## config.mk

```make
export PLATFORM = sky130hd
export DESIGN_NAME = gpu_op_dispatcher_flat
export DESIGN_NICKNAME = d
export VERILOG_FILES = /design/src/rtl/gpu_dispatch_pkg.sv /design/src/rtl/gpu_op_dispatcher_if.sv /design/src/rtl/gpu_reg_scoreboard.sv /design/src/rtl/gpu_op_dispatcher.sv /design/src/flat_wrapper.sv
export SDC_FILE = /design/constraint.sdc
export NUM_CORES = 1
export LEC_CHECK = 0
export BUFFER_PORTS_ARGS = -buffer_cell sky130_fd_sc_hd__buf_2
export CORE_AREA = 3 3 156 158
export DETAILED_ROUTE_END_ITERATION = 10
export DIE_AREA = 0 0 159 161
export HOLD_SLACK_MARGIN = 0.08
export PLACE_DENSITY = 0.74
export SYNTH_ARGS = -nofsm -noshare
export SYNTH_HDL_FRONTEND = slang
export SYNTH_SLANG_ARGS = --single-unit
export TNS_END_PERCENT = 50
```

## constraint.sdc

```tcl
create_clock -name clk -period 12.5 [get_ports clk]
set_input_delay 1.25 -clock clk [delete_from_list [all_inputs] [get_ports clk]]
set_output_delay 1.25 -clock clk [all_outputs]
set_load 0.02 [all_outputs]
```

## src/rtl/gpu_dispatch_pkg.sv

```systemverilog
// Shared types and instruction field layout for the GPU op dispatcher.
// The instruction layout is fixed; INSTR_W/ADDR_W are the widths the packed op struct assumes.
package gpu_dispatch_pkg;

   localparam int unsigned INSTR_W  = 80;
   localparam int unsigned ADDR_W   = 32;
   localparam int unsigned NUM_REGS = 16;

   localparam int unsigned BIT_VECTOR    = 0;
   localparam int unsigned BIT_WRITE_MEM = 1;
   localparam int unsigned BIT_READ_MEM  = 2;
   localparam int unsigned BIT_MULTI     = 3;
   localparam int unsigned OPCODE_LSB    = 4;
   localparam int unsigned OPCODE_MSB    = 11;
   localparam int unsigned DEST_LSB      = 12;
   localparam int unsigned DEST_MSB      = 15;
   localparam int unsigned DATA_LSB      = 16;
   localparam int unsigned DATA_MSB      = 79;

   typedef enum logic [1:0] {
      StIdle,
      StIssue,
      StDrain
   } state_e;

   typedef enum logic {
      PortExec,
      PortMem
   } port_e;

   typedef struct packed {
      logic [INSTR_W-1:0] instr;
      logic [ADDR_W-1:0]  src;
      logic [ADDR_W-1:0]  dst;
   } op_t;

   function automatic logic [3:0] op_dest(input logic [INSTR_W-1:0] instr);
      return instr[DEST_MSB:DEST_LSB];
   endfunction

   function automatic port_e op_port(input logic [INSTR_W-1:0] instr);
      return (instr[BIT_WRITE_MEM] || instr[BIT_READ_MEM]) ? PortMem : PortExec;
   endfunction

endpackage

```

## src/rtl/gpu_op_dispatcher_if.sv

```systemverilog
// Queue, issue and completion signals between the dispatcher (master) and its
// surroundings (slave: op queue, compute unit, memory unit).
interface gpu_op_dispatcher_if #(
   parameter int unsigned INSTR_WIDTH = 80,
   parameter int unsigned ADDR_WIDTH  = 32
) ();

   logic                   o_dequeue_req;
   logic                   i_dequeue_valid;
   logic [INSTR_WIDTH-1:0] i_instruction;
   logic [ADDR_WIDTH-1:0]  i_src_addr;
   logic [ADDR_WIDTH-1:0]  i_dst_addr;

   logic                   o_exec_valid;
   logic                   i_exec_ready;
   logic                   o_mem_valid;
   logic                   i_mem_ready;
   logic [INSTR_WIDTH-1:0] o_op_instr;
   logic [ADDR_WIDTH-1:0]  o_op_src_addr;
   logic [ADDR_WIDTH-1:0]  o_op_dst_addr;

   logic                   i_exec_done;
   logic [3:0]             i_exec_done_reg;
   logic                   i_mem_done;
   logic [3:0]             i_mem_done_reg;

   modport master (
      output o_dequeue_req, o_exec_valid, o_mem_valid, o_op_instr, o_op_src_addr, o_op_dst_addr,
      input  i_dequeue_valid, i_instruction, i_src_addr, i_dst_addr, i_exec_ready, i_mem_ready,
      input  i_exec_done, i_exec_done_reg, i_mem_done, i_mem_done_reg
   );

   modport slave (
      input  o_dequeue_req, o_exec_valid, o_mem_valid, o_op_instr, o_op_src_addr, o_op_dst_addr,
      output i_dequeue_valid, i_instruction, i_src_addr, i_dst_addr, i_exec_ready, i_mem_ready,
      output i_exec_done, i_exec_done_reg, i_mem_done, i_mem_done_reg
   );

endinterface

```

## src/rtl/gpu_reg_scoreboard.sv

```systemverilog
// Destination-register busy vector: one set port, two clear ports, combinational lookup.
// A set and a clear of the same register in one cycle leaves it busy.
module gpu_reg_scoreboard
   import gpu_dispatch_pkg::*;
(
   input  logic       clk,
   input  logic       rst,
   input  logic       set_valid_i,
   input  logic [3:0] set_reg_i,
   input  logic       clr_a_valid_i,
   input  logic [3:0] clr_a_reg_i,
   input  logic       clr_b_valid_i,
   input  logic [3:0] clr_b_reg_i,
   input  logic [3:0] lookup_reg_i,
   output logic       lookup_busy_o
);

   logic [NUM_REGS-1:0] busy_q, busy_d;

   always_comb begin
      busy_d = busy_q;
      if (clr_a_valid_i) busy_d[clr_a_reg_i] = 1'b0;
      if (clr_b_valid_i) busy_d[clr_b_reg_i] = 1'b0;
      if (set_valid_i)   busy_d[set_reg_i]   = 1'b1;
   end

   always_ff @(posedge clk or posedge rst) begin
      if (rst) begin
         busy_q <= '0;
      end else begin
         busy_q <= busy_d;
      end
   end

   assign lookup_busy_o = busy_q[lookup_reg_i];

endmodule

```

## src/rtl/gpu_op_dispatcher.sv

```systemverilog
// Pops ops from the GPU op queue and issues them to the compute or memory port under credit,
// scoreboard and store-fence rules. Statistics counters exist only with GPU_DISPATCH_STATS_EN.
module gpu_op_dispatcher
   import gpu_dispatch_pkg::*;
#(
   parameter int unsigned INSTR_WIDTH     = INSTR_W,
   parameter int unsigned ADDR_WIDTH      = ADDR_W,
   parameter int unsigned MAX_OUTSTANDING = 4
) (
   input  logic                clk,
   input  logic                rst,
   input  logic                i_enable,
   input  logic                i_flush,
   gpu_op_dispatcher_if.master bus,
   output logic                o_busy,
   output logic                o_flush_done,
   output logic                o_err_illegal,
   output logic                o_err_underflow,
   output logic [31:0]         o_stat_exec,
   output logic [31:0]         o_stat_mem,
   output logic [31:0]         o_stat_stall
);

   localparam logic [3:0] MaxCred = 4'(MAX_OUTSTANDING);

   state_e     state_q, state_d;
   op_t        op_q, op_d;
   logic [3:0] cred_exec_q, cred_exec_d;
   logic [3:0] cred_mem_q, cred_mem_d;
   logic       err_ill_q, err_ill_d;
   logic       err_uf_q, err_uf_d;

   logic       wr_mem, illegal, dest_busy, can_issue;
   logic [3:0] dest;
   port_e      sel;
   logic [3:0] sel_cred;
   logic       acc_exec, acc_mem;
   logic       done_exec_ok, done_mem_ok;

   assign wr_mem   = op_q.instr[BIT_WRITE_MEM];
   assign illegal  = op_q.instr[BIT_WRITE_MEM] & op_q.instr[BIT_READ_MEM];
   assign dest     = op_dest(op_q.instr);
   assign sel      = op_port(op_q.instr);
   assign sel_cred = (sel == PortMem) ? cred_mem_q : cred_exec_q;

   // Every term only relaxes while an op waits, so valid is never withdrawn before ready.
   assign can_issue = (state_q == StIssue) && !illegal && (sel_cred < MaxCred) && !dest_busy &&
                      (!wr_mem || (cred_mem_q == 4'd0));

   assign bus.o_exec_valid  = can_issue && (sel == PortExec);
   assign bus.o_mem_valid   = can_issue && (sel == PortMem);
   assign bus.o_op_instr    = op_q.instr;
   assign bus.o_op_src_addr = op_q.src;
   assign bus.o_op_dst_addr = op_q.dst;

   assign acc_exec = bus.o_exec_valid && bus.i_exec_ready;
   assign acc_mem  = bus.o_mem_valid && bus.i_mem_ready;

   // A completion with no credit outstanding is ignored apart from raising the error.
   assign done_exec_ok = bus.i_exec_done && (cred_exec_q != 4'd0);
   assign done_mem_ok  = bus.i_mem_done && (cred_mem_q != 4'd0);

   gpu_reg_scoreboard u_scoreboard (
      .clk           (clk),
      .rst           (rst),
      .set_valid_i   (acc_exec || acc_mem),
      .set_reg_i     (dest),
      .clr_a_valid_i (done_exec_ok),
      .clr_a_reg_i   (bus.i_exec_done_reg),
      .clr_b_valid_i (done_mem_ok),
      .clr_b_reg_i   (bus.i_mem_done_reg),
      .lookup_reg_i  (dest),
      .lookup_busy_o (dest_busy)
   );

   always_comb begin
      state_d           = state_q;
      op_d              = op_q;
      err_ill_d         = err_ill_q;
      bus.o_dequeue_req = 1'b0;
      o_flush_done      = 1'b0;
      case (state_q)
         StIdle: begin
            if (i_flush) begin
               state_d = StDrain;
            end else if (i_enable && bus.i_dequeue_valid) begin
               bus.o_dequeue_req = 1'b1;
               op_d              = '{instr: bus.i_instruction, src: bus.i_src_addr,
                                     dst: bus.i_dst_addr};
               state_d           = StIssue;
            end
         end
         StIssue: begin
            if (illegal) err_ill_d = 1'b1;
            // Flush discards a held op unless it was accepted this very cycle.
            if (i_flush) begin
               state_d = StDrain;
            end else if (illegal || acc_exec || acc_mem) begin
               state_d = StIdle;
            end
         end
         StDrain: begin
            if ((cred_exec_q == 4'd0) && (cred_mem_q == 4'd0)) begin
               o_flush_done = 1'b1;
               state_d      = StIdle;
            end
         end
         default: state_d = StIdle;
      endcase
   end

   always_comb begin
      cred_exec_d = cred_exec_q + 4'(acc_exec) - 4'(done_exec_ok);
      cred_mem_d  = cred_mem_q + 4'(acc_mem) - 4'(done_mem_ok);
      err_uf_d    = err_uf_q | (bus.i_exec_done && (cred_exec_q == 4'd0)) |
                    (bus.i_mem_done && (cred_mem_q == 4'd0));
   end

   always_ff @(posedge clk or posedge rst) begin
      if (rst) begin
         state_q     <= StIdle;
         op_q        <= '0;
         cred_exec_q <= 4'd0;
         cred_mem_q  <= 4'd0;
         err_ill_q   <= 1'b0;
         err_uf_q    <= 1'b0;
      end else begin
         state_q     <= state_d;
         op_q        <= op_d;
         cred_exec_q <= cred_exec_d;
         cred_mem_q  <= cred_mem_d;
         err_ill_q   <= err_ill_d;
         err_uf_q    <= err_uf_d;
      end
   end

   assign o_busy          = (state_q != StIdle) || (cred_exec_q != 4'd0) || (cred_mem_q != 4'd0);
   assign o_err_illegal   = err_ill_q;
   assign o_err_underflow = err_uf_q;

`ifdef GPU_DISPATCH_STATS_EN
   logic [31:0] stat_exec_q, stat_mem_q, stat_stall_q;
   logic        stall;

   assign stall = (state_q == StIssue) && !acc_exec && !acc_mem;

   always_ff @(posedge clk or posedge rst) begin
      if (rst) begin
         stat_exec_q  <= '0;
         stat_mem_q   <= '0;
         stat_stall_q <= '0;
      end else begin
         stat_exec_q  <= stat_exec_q + 32'(acc_exec);
         stat_mem_q   <= stat_mem_q + 32'(acc_mem);
         stat_stall_q <= stat_stall_q + 32'(stall);
      end
   end

   assign o_stat_exec  = stat_exec_q;
   assign o_stat_mem   = stat_mem_q;
   assign o_stat_stall = stat_stall_q;
`else
   assign o_stat_exec  = '0;
   assign o_stat_mem   = '0;
   assign o_stat_stall = '0;
`endif

endmodule

```

## src/flat_wrapper.sv

```systemverilog
// flat-port wrapper written by rule: the top's interface ports become plain ports
module gpu_op_dispatcher_flat import gpu_dispatch_pkg::*;
#(
   parameter int unsigned INSTR_WIDTH     = INSTR_W,
   parameter int unsigned ADDR_WIDTH      = ADDR_W,
   parameter int unsigned MAX_OUTSTANDING = 4
)
  (clk, rst, i_enable, i_flush, o_busy, o_flush_done, o_err_illegal, o_err_underflow, o_stat_exec, o_stat_mem, o_stat_stall, bus_o_dequeue_req, bus_o_exec_valid, bus_o_mem_valid, bus_o_op_instr, bus_o_op_src_addr, bus_o_op_dst_addr, bus_i_dequeue_valid, bus_i_instruction, bus_i_src_addr, bus_i_dst_addr, bus_i_exec_ready, bus_i_mem_ready, bus_i_exec_done, bus_i_exec_done_reg, bus_i_mem_done, bus_i_mem_done_reg);
  gpu_op_dispatcher_if #(.INSTR_WIDTH(INSTR_WIDTH), .ADDR_WIDTH(ADDR_WIDTH)) bus_i ();
  input  logic clk;
  input  logic rst;
  input  logic i_enable;
  input  logic i_flush;
  output logic o_busy;
  output logic o_flush_done;
  output logic o_err_illegal;
  output logic o_err_underflow;
  output logic [31:0] o_stat_exec;
  output logic [31:0] o_stat_mem;
  output logic [31:0] o_stat_stall;
  output wire logic [$bits(bus_i.o_dequeue_req)-1:0] bus_o_dequeue_req;
  output wire logic [$bits(bus_i.o_exec_valid)-1:0] bus_o_exec_valid;
  output wire logic [$bits(bus_i.o_mem_valid)-1:0] bus_o_mem_valid;
  output wire logic [$bits(bus_i.o_op_instr)-1:0] bus_o_op_instr;
  output wire logic [$bits(bus_i.o_op_src_addr)-1:0] bus_o_op_src_addr;
  output wire logic [$bits(bus_i.o_op_dst_addr)-1:0] bus_o_op_dst_addr;
  input wire logic [$bits(bus_i.i_dequeue_valid)-1:0] bus_i_dequeue_valid;
  input wire logic [$bits(bus_i.i_instruction)-1:0] bus_i_instruction;
  input wire logic [$bits(bus_i.i_src_addr)-1:0] bus_i_src_addr;
  input wire logic [$bits(bus_i.i_dst_addr)-1:0] bus_i_dst_addr;
  input wire logic [$bits(bus_i.i_exec_ready)-1:0] bus_i_exec_ready;
  input wire logic [$bits(bus_i.i_mem_ready)-1:0] bus_i_mem_ready;
  input wire logic [$bits(bus_i.i_exec_done)-1:0] bus_i_exec_done;
  input wire logic [$bits(bus_i.i_exec_done_reg)-1:0] bus_i_exec_done_reg;
  input wire logic [$bits(bus_i.i_mem_done)-1:0] bus_i_mem_done;
  input wire logic [$bits(bus_i.i_mem_done_reg)-1:0] bus_i_mem_done_reg;
  assign bus_o_dequeue_req = bus_i.o_dequeue_req;
  assign bus_o_exec_valid = bus_i.o_exec_valid;
  assign bus_o_mem_valid = bus_i.o_mem_valid;
  assign bus_o_op_instr = bus_i.o_op_instr;
  assign bus_o_op_src_addr = bus_i.o_op_src_addr;
  assign bus_o_op_dst_addr = bus_i.o_op_dst_addr;
  assign bus_i.i_dequeue_valid = bus_i_dequeue_valid;
  assign bus_i.i_instruction = bus_i_instruction;
  assign bus_i.i_src_addr = bus_i_src_addr;
  assign bus_i.i_dst_addr = bus_i_dst_addr;
  assign bus_i.i_exec_ready = bus_i_exec_ready;
  assign bus_i.i_mem_ready = bus_i_mem_ready;
  assign bus_i.i_exec_done = bus_i_exec_done;
  assign bus_i.i_exec_done_reg = bus_i_exec_done_reg;
  assign bus_i.i_mem_done = bus_i_mem_done;
  assign bus_i.i_mem_done_reg = bus_i_mem_done_reg;
  gpu_op_dispatcher #(.INSTR_WIDTH(INSTR_WIDTH), .ADDR_WIDTH(ADDR_WIDTH), .MAX_OUTSTANDING(MAX_OUTSTANDING)) u_core (.clk(clk), .rst(rst), .i_enable(i_enable), .i_flush(i_flush), .bus(bus_i), .o_busy(o_busy), .o_flush_done(o_flush_done), .o_err_illegal(o_err_illegal), .o_err_underflow(o_err_underflow), .o_stat_exec(o_stat_exec), .o_stat_mem(o_stat_mem), .o_stat_stall(o_stat_stall));
endmodule
```

======== Yosys cells after proc, flatten, opt, wreduce, memory -nomap -nowiden ========
Index checks and enable logic that the tools add are counted.
Widths: inputs -> output; s select.
word-level totals
  flip-flop bits (word level) ............. 172
  input bits .............................. 161
  output and inout port bits .............. 247
  word-level logic and storage cells ...... 95
operators by class
  eq/ne operators ......................... 5
  magnitude comparators ................... 7
  bitwise operators ....................... 10
  reduce and logical (&&, ||, !) cells .... 36
  $add $sub $neg .......................... 4
  mux-type cells .......................... 24
operators by type and width
  cell                count
  $mux 16             3
  $and 16x16->16      2
  $not 16->16         2
  $logic_and 1x1->1   17
  $or 16x16->16       1
  $lt 4x5->1 const B  3
  $demux 1 s4         3
  $ge 4x1->1 const B  3
  $mux 1              10
  $mux 2              5
  $add 4x1->4         2
  $logic_not 4->1     2
  $reduce_bool 4->1   2
  $sub 4x1->4         2
  $logic_or 1x1->1    7
  $pmux 2 s3          1
  $reduce_and 3->1    2
  $bmux 1 s4          1
  $lt 4x3->1 const B  1
  $mux 4              1
  $logic_not 1->1     3
  $ne 3x2->1 const B  1
  $ne 3x3->1 const B  1
  $eq 2x1->1 const B  1
  8 further kinds     10

======== Longest topological paths before layout ========
Gate-level depths: netlist of the first run.
  depth after elaboration ................. 14
  gate-level depth with buffers ........... 11
  depth with buffers taken out ............ 10

======== By module ========
Synthesis of the first run repeated with hierarchy kept, for this count alone.
second synthesis, totals
  cells, all modules ...................... 559
  area, all modules ....................... 7861.3 µm²
by module, submodules not included
  module              area each (µm²)  seq. area each (µm²)  cells an instance  instances
  gpu_op_dispatcher   6897.9           3903.7                477                1
  gpu_reg_scoreboard  963.4            400.4                 82                 1

======== Worst setup path after synthesis of the first run ========
OpenSTA, ideal clock, no wires.
  path kind ............................... in2out
  start point ............................. in i_enable
  end point ............................... out bus_o_dequeue_req
  slack ................................... 9.107 ns
  required time ........................... 11.250 ns
  stages .................................. 4
  data arrival time ....................... 2.143 ns
  path buffers ............................ 2
  cells stage by stage .................... nand3_1 -> nor2_1 -> clkbuf_1 -> clkbuf_1
on the way
  cells in the longest elaborated chain, start to end .. 4
ends and longest elaborated chain
  what                RTL line                 RTL
  start: declaration  flat_wrapper.sv:12       input logic i_enable;
  $logic_and 1x1->1   gpu_op_dispatcher.sv:86  end else if (i_enable && bus.i_dequeue_valid) begin
  $mux 1              gpu_op_dispatcher.sv:86
  $mux 1              gpu_op_dispatcher.sv:84  if (i_flush) begin
  $mux 1              gpu_op_dispatcher.sv:82  case (state_q)
  end: declaration    flat_wrapper.sv:21       output wire logic [$bits(bus_i.o_dequeue_req)-1:0] bus_o_dequeue_req;
Every way passes these cells.

======== Final worst setup path of the first run ========
  start point ............................. reg u_core.op_q (netlist bit u_core.bus.o_op_instr[13])
  end point ............................... out bus_o_exec_valid
on the way
  cells in the longest elaborated chain, start to end .. 6
ends and longest elaborated chain
  what                            RTL line                  RTL
  start: declaration              gpu_op_dispatcher.sv:27   op_t op_q, op_d;
  start signal: assignment        gpu_op_dispatcher.sv:129  op_q <= op_d;
  $bmux 1 s4                      gpu_reg_scoreboard.sv:35  assign lookup_busy_o = busy_q[lookup_reg_i];
  $mux 1 (not written as such)    gpu_reg_scoreboard.sv:35
  $logic_not 1->1                 gpu_op_dispatcher.sv:47   assign can_issue = (state_q == StIssue) && !illegal && (sel_cred < MaxCred) && !dest_busy &&
  $logic_and 1x1->1 (2 in a row)  gpu_op_dispatcher.sv:47
  $logic_and 1x1->1               gpu_op_dispatcher.sv:50   assign bus.o_exec_valid = can_issue && (sel == PortExec);
  end: declaration                flat_wrapper.sv:22        output wire logic [$bits(bus_i.o_exec_valid)-1:0] bus_o_exec_valid;
Every way passes these cells. The select of a mux whose other input is x is not followed.

==> flow_metrics.py, run 1 <==
metrics = {
    "run_status": {
        "status": "complete, no violations",
    },
    "sta": {
        "fmax_mhz": 250.0,
        "setup_tns_ns": 0,
        "setup_violations": 0,
        "fin_crit_sh": 0.3200,
        "slew-limit-headroom": 0.3041,
        "slew_violations": 0,
        "tightest_slew_ns": 1.042,
        "period_needed_ns": 4.001,
        "fin_skew_ns": 0.01289,
        "fin_ws_ns": 8.499,
        "rsz0062_at_grt": "no",
        "hold_violations": 0,
    },
    "layout": {
        "regArea_sq_um": 4304,
        "synthToLayoutAreaGrowth_pct": 27.03,
        "nFillCells": 2214,
        "fin_util": 0.4302,
        "nets": 1070,
        "drive_gt1_frac": 0.5571,
        "multiInputGateArea_sq_um": 3068,
    },
    "cts": {
        "clk_pin_slew_worst_paths_ns": 0.07,
        "clkLatencyLatePin_ns": 0.42,
        "post_cts_buffers": 0,
        "clock-sinks": 172,
        "tritoncts": "yes",
        "cts-buffers-inserted": 17,
        "cts_hold_buf": 0,
        "max-clock-path-buffers": 2,
        "htree_levels": 4,
        "cts-root-buf": "clkbuf_16",
        "cts.repair.resized": 0,
    },
    "yosys": {
        "syn_avg_cell_area_sq_um": 13.45,
        "synth.top_cell.area_share": 0.5463,
        "synth_area_leaders": "dfrtp_1 55%, mux2_2 21%, buf_4 9.1%",
        "synthesis.area_sq_um": 7879,
        "synthCells": 586,
        "yosysMostFrequentCell": "dfrtp_1",
        "yosysTopAreaCell": "dfrtp_1",
        "yosys_warnings": 0,
        "ys_types": 48,
        "yosysSeqAreaShare": 0.5463,
        "synthArstFlopShare": 1.000,
        "synth_edf_count": 0,
        "synthFlopType": "dfrtp_1",
        "ys_top_cells_by_count": "172 x dfrtp_1, 146 x mux2_2, 96 x buf_4, 20 x nand2_1, 15 x inv_1",
        "synth-seq-cells": 172,
    },
    "floorplanning": {
        "initial_core_util": 0.3387,
        "row_count": 56,
        "ios": 408,
        "die_h_um": 161,
        "core_sq_um": 23260,
        "die-area_sq_um": 25600,
        "die-width_um": 159,
    },
    "power_and_ir_drop": {
        "p_per_area_nw_per_um2": 204.2,
        "p_leak_nw": 5.434,
        "total_power_mw": 2.043,
        "vdd_ir_drop_max_mv": 0.1115,
    },
    "flow_run": {
        "drv_cap": 0,
    },
    "global_routing": {
        "grt_overflow": 0,
        "gr-usage-all-layers": 0.1457,
        "antenna_found_initial": 3,
        "grt_pass1_wl_um": 29860,
        "first_global_vias": 5624,
        "grt_max_degree": 98,
    },
    "route": {
        "first_iter_violations": 216,
        "via_per_inst": 4.427,
        "ant_nets": 0,
        "drc": 0,
        "num_vias": 5445,
        "routed_wirelength_um": 19300,
        "routedWlPerCell_um": 15.69,
        "dr.pass1.iters": 4,
    },
    "placed_design": {
        "post-place-ws_ns": 8.645,
        "hpwlAfterDp_um": 14670,
        "portBuffers": 311,
        "place.gp.congestion": 0.8061,
    },
    "min_path": {
        "holdCritPathClass": "flip-flop to flip-flop",
    },
    "setup_path": {
        "cp_max_fo": 15,
        "worstPathArrival_ns": 2.75,
        "crit_path_cell_trace": "mux4_2 > mux2_2 > nand2_1 > nand3_1 > nor3_1 > buf_2",
        "cp_slowest_cell": "dfrtp_1",
        "critPathLaunchType": "flip-flop",
        "critPathMaxStageDelay_ns": 0.75,
        "cp.required_ns": 11.25,
        "critical_path_class": "flip-flop to output port",
        "end_kind": "output port",
    },
}
==> path summary, 6_finish.rpt <==
| kind | start | endpoint | slack [ns] | cells after the start |
|---|---|---|---|---|
| setup / recovery | u_core.bus.o_op_instr[13] | bus_o_exec_valid | 8.50 | 6 |
| hold / removal | u_core.o_err_illegal | u_core.o_err_illegal | 0.47 | 1 |
| setup reg to reg | u_core.bus.o_op_instr[13] | u_core.cred_mem_q[2] | 9.43 | 9 |
| hold reg to reg | u_core.o_err_illegal | u_core.o_err_illegal | 0.47 | 1 |
| max in group asynchronous | rst | u_core.bus.o_op_instr[70] | 9.95 | 3 |
| min in group asynchronous | rst | u_core.bus.o_op_instr[25] | 1.03 | 2 |
==> cell families (layout without fill, tap and decap cells) <==
| group | Yosys count | after routing | synth area share |
|---|---|---|---|
| other cells | 1 | 97 | 0.0004760 |
| xor+xnor | 4 | 4 | 0.004447 |
| buf+inv | 132 | 361 | 0.1105 |
| simple gates | 72 | 72 | 0.05336 |
| compound gates | 41 | 41 | 0.04446 |
| flops | 172 | 172 | 0.5463 |
| fa+ha+maj | 12 | 12 | 0.02096 |
| mux | 152 | 152 | 0.2195 |
==> worst max-delay path, delay by kind of cell (launching register included) <==
kind / cells / cell delay, ns
multiplexers: 2 / 0.86
buffers and inverters: 1 / 0.19
flip-flops: 1 / 0.75
AND/OR/NAND/NOR: 3 / 0.54
==> metrics by stage <==
| step | instances | instance area, sq um | hold WS (ns) |
|---|---|---|---|
| after floorplan | 681 | 8235 | 0.4386 |
| after global placement | 1197 | 9412 | 0.4526 |
| after detailed placement | 1197 | 9412 | 0.4528 |
| after CTS | 1229 | 10010 | 0.4703 |
| after global routing | 1230 | 10010 | 0.4871 |
| final | 1230 | 10010 | 0.4660 |
==> registers in the layout, indices dropped and copies added, names as in the netlist <==
name	cells
u_core.bus.o_op_src_addr	32
u_core.bus.o_op_dst_addr	32
u_core.cred_mem_q	4
u_core.cred_exec_q	4
u_core.bus.o_op_instr	80
u_core.state_q	2
u_core.o_err_illegal	1
u_core.u_scoreboard.busy_q	16
u_core.o_err_underflow	1
==> metal layers <==
layer  global-route usage  vias up  share of wire
met5                    0        -         0.0018
met4              0.04576        4          0.017
met3              0.05668       17          0.096
met2               0.2598      271           0.52
met1               0.1607     2660           0.37
li1                     -     2493              -
==> layout by cell type (no fill, tap or decap), types with 2 or more instances in the layout <==
master,count
a21o_1,2
clkbuf_16,17
clkinv_8,2
nand4_1,2
xor2_1,3
o31ai_1,8
mux4_2,2
inv_1,14
mux2i_1,4
mux2_2,146
nand3_1,10
dfrtp_1,172
inv_6,7
nor4bb_1,2
buf_4,3
nand2b_1,4
a32oi_1,3
nor2_1,8
a22oi_1,9
inv_8,3
nand2_1,20
nor3b_1,4
fa_1,2
nor3_1,3
and4b_1,3
buf_2,311
nor4b_1,2
o41ai_1,4
ha_1,10
nor2b_1,6
a21oi_1,3
o31ai_2,3
conb_1,96
==> where the power goes <==
group / internal (mW) / switching [mW]
clock network: 0.287 / 0.248
logic: 0.275 / 0.415
registers: 0.719 / 0.0987
total: 1.28 / 0.762
==> area by class of cell <==
type                    count  share of cell area
inverters                  15            0.006126
well taps                 319             0.03988
flip-flops and latches    172              0.4301
diodes                      1           0.0002500
repair buffers            314              0.1578
clock buffers              18             0.04288
multi-input cells         377              0.3065
clock inverters            14             0.01650
(Power assumes the default switching activity.)
==> run 2: changes to the inputs <==
- PLACE_DENSITY: 0.74 -> 0.76
- clock period: 12.5 -> 3.5 ns (I/O delays scaled with it)
==> run 2 against run 1 <==
  * Final area rose by 0.69%
  * Wire length rose by 0.19%
  * Sequential power rose to 3.5 times the previous value
  * Via count up 1.8%
  * Sequential share of layout area decreased by 0.29 points
==> flow_metrics.py, run 2 (same netlist as run 1, synthesis figures left out) <==
metrics = {
    "setup_path": {
        "crit_path_cell_trace": "inv_1 > ha_1 > or3b_4 > a2111oi_2 > nand3_1 > nor3_1 > buf_2",
        "cp.required_ns": 3.15,
        "worstPathArrival_ns": 2.58,
        "end_kind": "output port",
        "critPathMaxStageDelay_ns": 0.51,
        "cp_slowest_cell": "a2111oi_2",
        "cp_max_fo": 5,
        "critical_path_class": "flip-flop to output port",
        "critPathLaunchType": "flip-flop",
    },
    "floorplanning": {
        "row_count": 56,
        "initial_core_util": 0.3387,
        "core_sq_um": 23260,
        "die-area_sq_um": 25600,
        "ios": 408,
        "die_h_um": 161,
        "die-width_um": 159,
    },
    "global_routing": {
        "grt_overflow": 0,
        "grt_max_degree": 108,
        "antenna_found_initial": 3,
        "grt.met2_usage": 0.2447,
        "first_global_vias": 5615,
        "grt-busiest-layer": "met2",
        "gr-usage-met3": 0.05950,
        "met1_usage": 0.1695,
        "grt_pass1_wl_um": 29970,
        "gr-usage-all-layers": 0.1457,
    },
    "layout": {
        "largest_register_ff_count": 80,
        "final_common_cell": "buf_2",
        "nets": 1073,
        "nFillCells": 2209,
        "layout_common_cells": "311 x buf_2, 172 x dfrtp_1, 146 x mux2_2, 96 x conb_1, 20 x nand2_1",
        "drive_gt1_frac": 0.5597,
        "regArea_sq_um": 4304,
        "synthToLayoutAreaGrowth_pct": 27.90,
        "multiInputGateArea_sq_um": 3068,
        "final-instance-count-excl-fill": 1234,
    },
    "placed_design": {
        "dp.cells": 1200,
        "place.gp.congestion": 0.8731,
        "portBuffers": 311,
        "hpwlAfterDp_um": 14860,
    },
    "route": {
        "routedWlPerCell_um": 15.67,
        "dr.pass1.iters": 5,
        "first_iter_violations": 231,
        "num_vias": 5544,
        "routed_wirelength_um": 19340,
        "ant_nets": 0,
        "drc": 0,
        "via_per_inst": 4.493,
    },
    "cts": {
        "cts-buffers-inserted": 17,
        "max-clock-path-buffers": 2,
        "tritoncts": "yes",
        "cts.repair.resized": 0,
        "clk_pin_slew_worst_paths_ns": 0.08,
        "clkLatencyLatePin_ns": 0.42,
        "cts-root-buf": "clkbuf_16",
        "clock-sinks": 172,
        "htree_levels": 4,
        "cts_hold_buf": 0,
        "post_cts_buffers": 0,
    },
    "min_path": {
        "holdCritPathClass": "input port to asynchronous set/reset pin",
    },
    "run_status": {
        "status": "complete, no violations",
    },
    "sta": {
        "fmax_mhz": 341.4,
        "rsz0062_at_grt": "no",
        "fin_crit_sh": 0.8369,
        "setup_tns_ns": 0,
        "hold_violations": 0,
        "slew_violations": 0,
        "tightest_slew_ns": 0.8539,
        "slew-limit-headroom": 0.4307,
        "hold_slack_ns": 0.06898,
        "setup_violations": 0,
        "period_needed_ns": 2.929,
        "fin_skew_ns": 0.01796,
    },
    "power_and_ir_drop": {
        "p_leak_nw": 5.463,
        "p_per_area_nw_per_um2": 726.0,
        "vdd_ir_drop_max_mv": 0.3532,
    },
    "flow_run": {
        "drv_cap": 0,
    },
}
[run 2: changes by cell type in the layout (fill, tap and decap cells not counted), sizes merged]
cell / before / now
diode: 1 / 2
clkinv: 3 / 5
inv: 24 / 23
buf: 314 / 317
bufinv: 1 / 0
[run 2: critical path: cells and delay by family, from the launching register on]
family          cells  cell delay, ns
buf+inv             2            0.28
fa+ha+maj           1            0.15
compound gates      1            0.51
flops               1            0.38
simple gates        3            0.85
[run 2: area by class of cell]
type,count,share of cell area
sequential,172,0.4271
clock buffer,18,0.04358
tap,319,0.03961
multi-input combinational,377,0.3044
inverter,15,0.005960
antenna,2,0.0004966
timing repair buffer,317,0.1627
clock inverter,14,0.01614
[run 2: final timing paths]
check / start / end / slack, ns / cells after the start
worst max-delay path: u_core.cred_mem_q[2] / bus_o_exec_valid / 0.57 / 7
worst min-delay path: rst / u_core.bus.o_op_instr[43] / 0.07 / 3
worst max register to register: u_core.cred_mem_q[2] / u_core.cred_mem_q[2] / 0.67 / 10
worst min register to register: u_core.u_scoreboard.busy_q[11] / u_core.u_scoreboard.busy_q[11] / 0.48 / 2
max in group asynchronous: rst / u_core.cred_exec_q[0] / 2.68 / 3
min in group clk: bus_i_dst_addr[15] / u_core.bus.o_op_dst_addr[15] / 0.15 / 2
[run 2: power by group]
group	total (mW)	switching, mW	internal (mW)
Sequential	2.90	0.331	2.57
Clock	1.93	0.944	0.990
Combinational	2.48	1.49	0.993
Total	7.32	2.76	4.55
[run 2: routing by layer]
| metal | share of wire | wire length [um] | vias up |
|---|---|---|---|
| met5 | 0.0013 | 26 | - |
| met4 | 0.021 | 406 | 4 |
| met3 | 0.11 | 2141 | 29 |
| met2 | 0.49 | 9451 | 312 |
| met1 | 0.38 | 7312 | 2700 |
| li1 | - | - | 2499 |
[run 2: through the flow]
stage          total power, mW  setup slack, ns    util  area [sq um]
3_3_place_gp             5.375           0.7361  0.4071          9470
6_report                 7.317           0.5709  0.4332         10080
5_1_grt                  7.749           0.3378  0.4330         10070
4_1_cts                  7.430           0.5063  0.4330         10070
3_5_place_dp             5.463           0.6539  0.4071          9470
2_1_floorplan            4.601           0.8773       -          8239
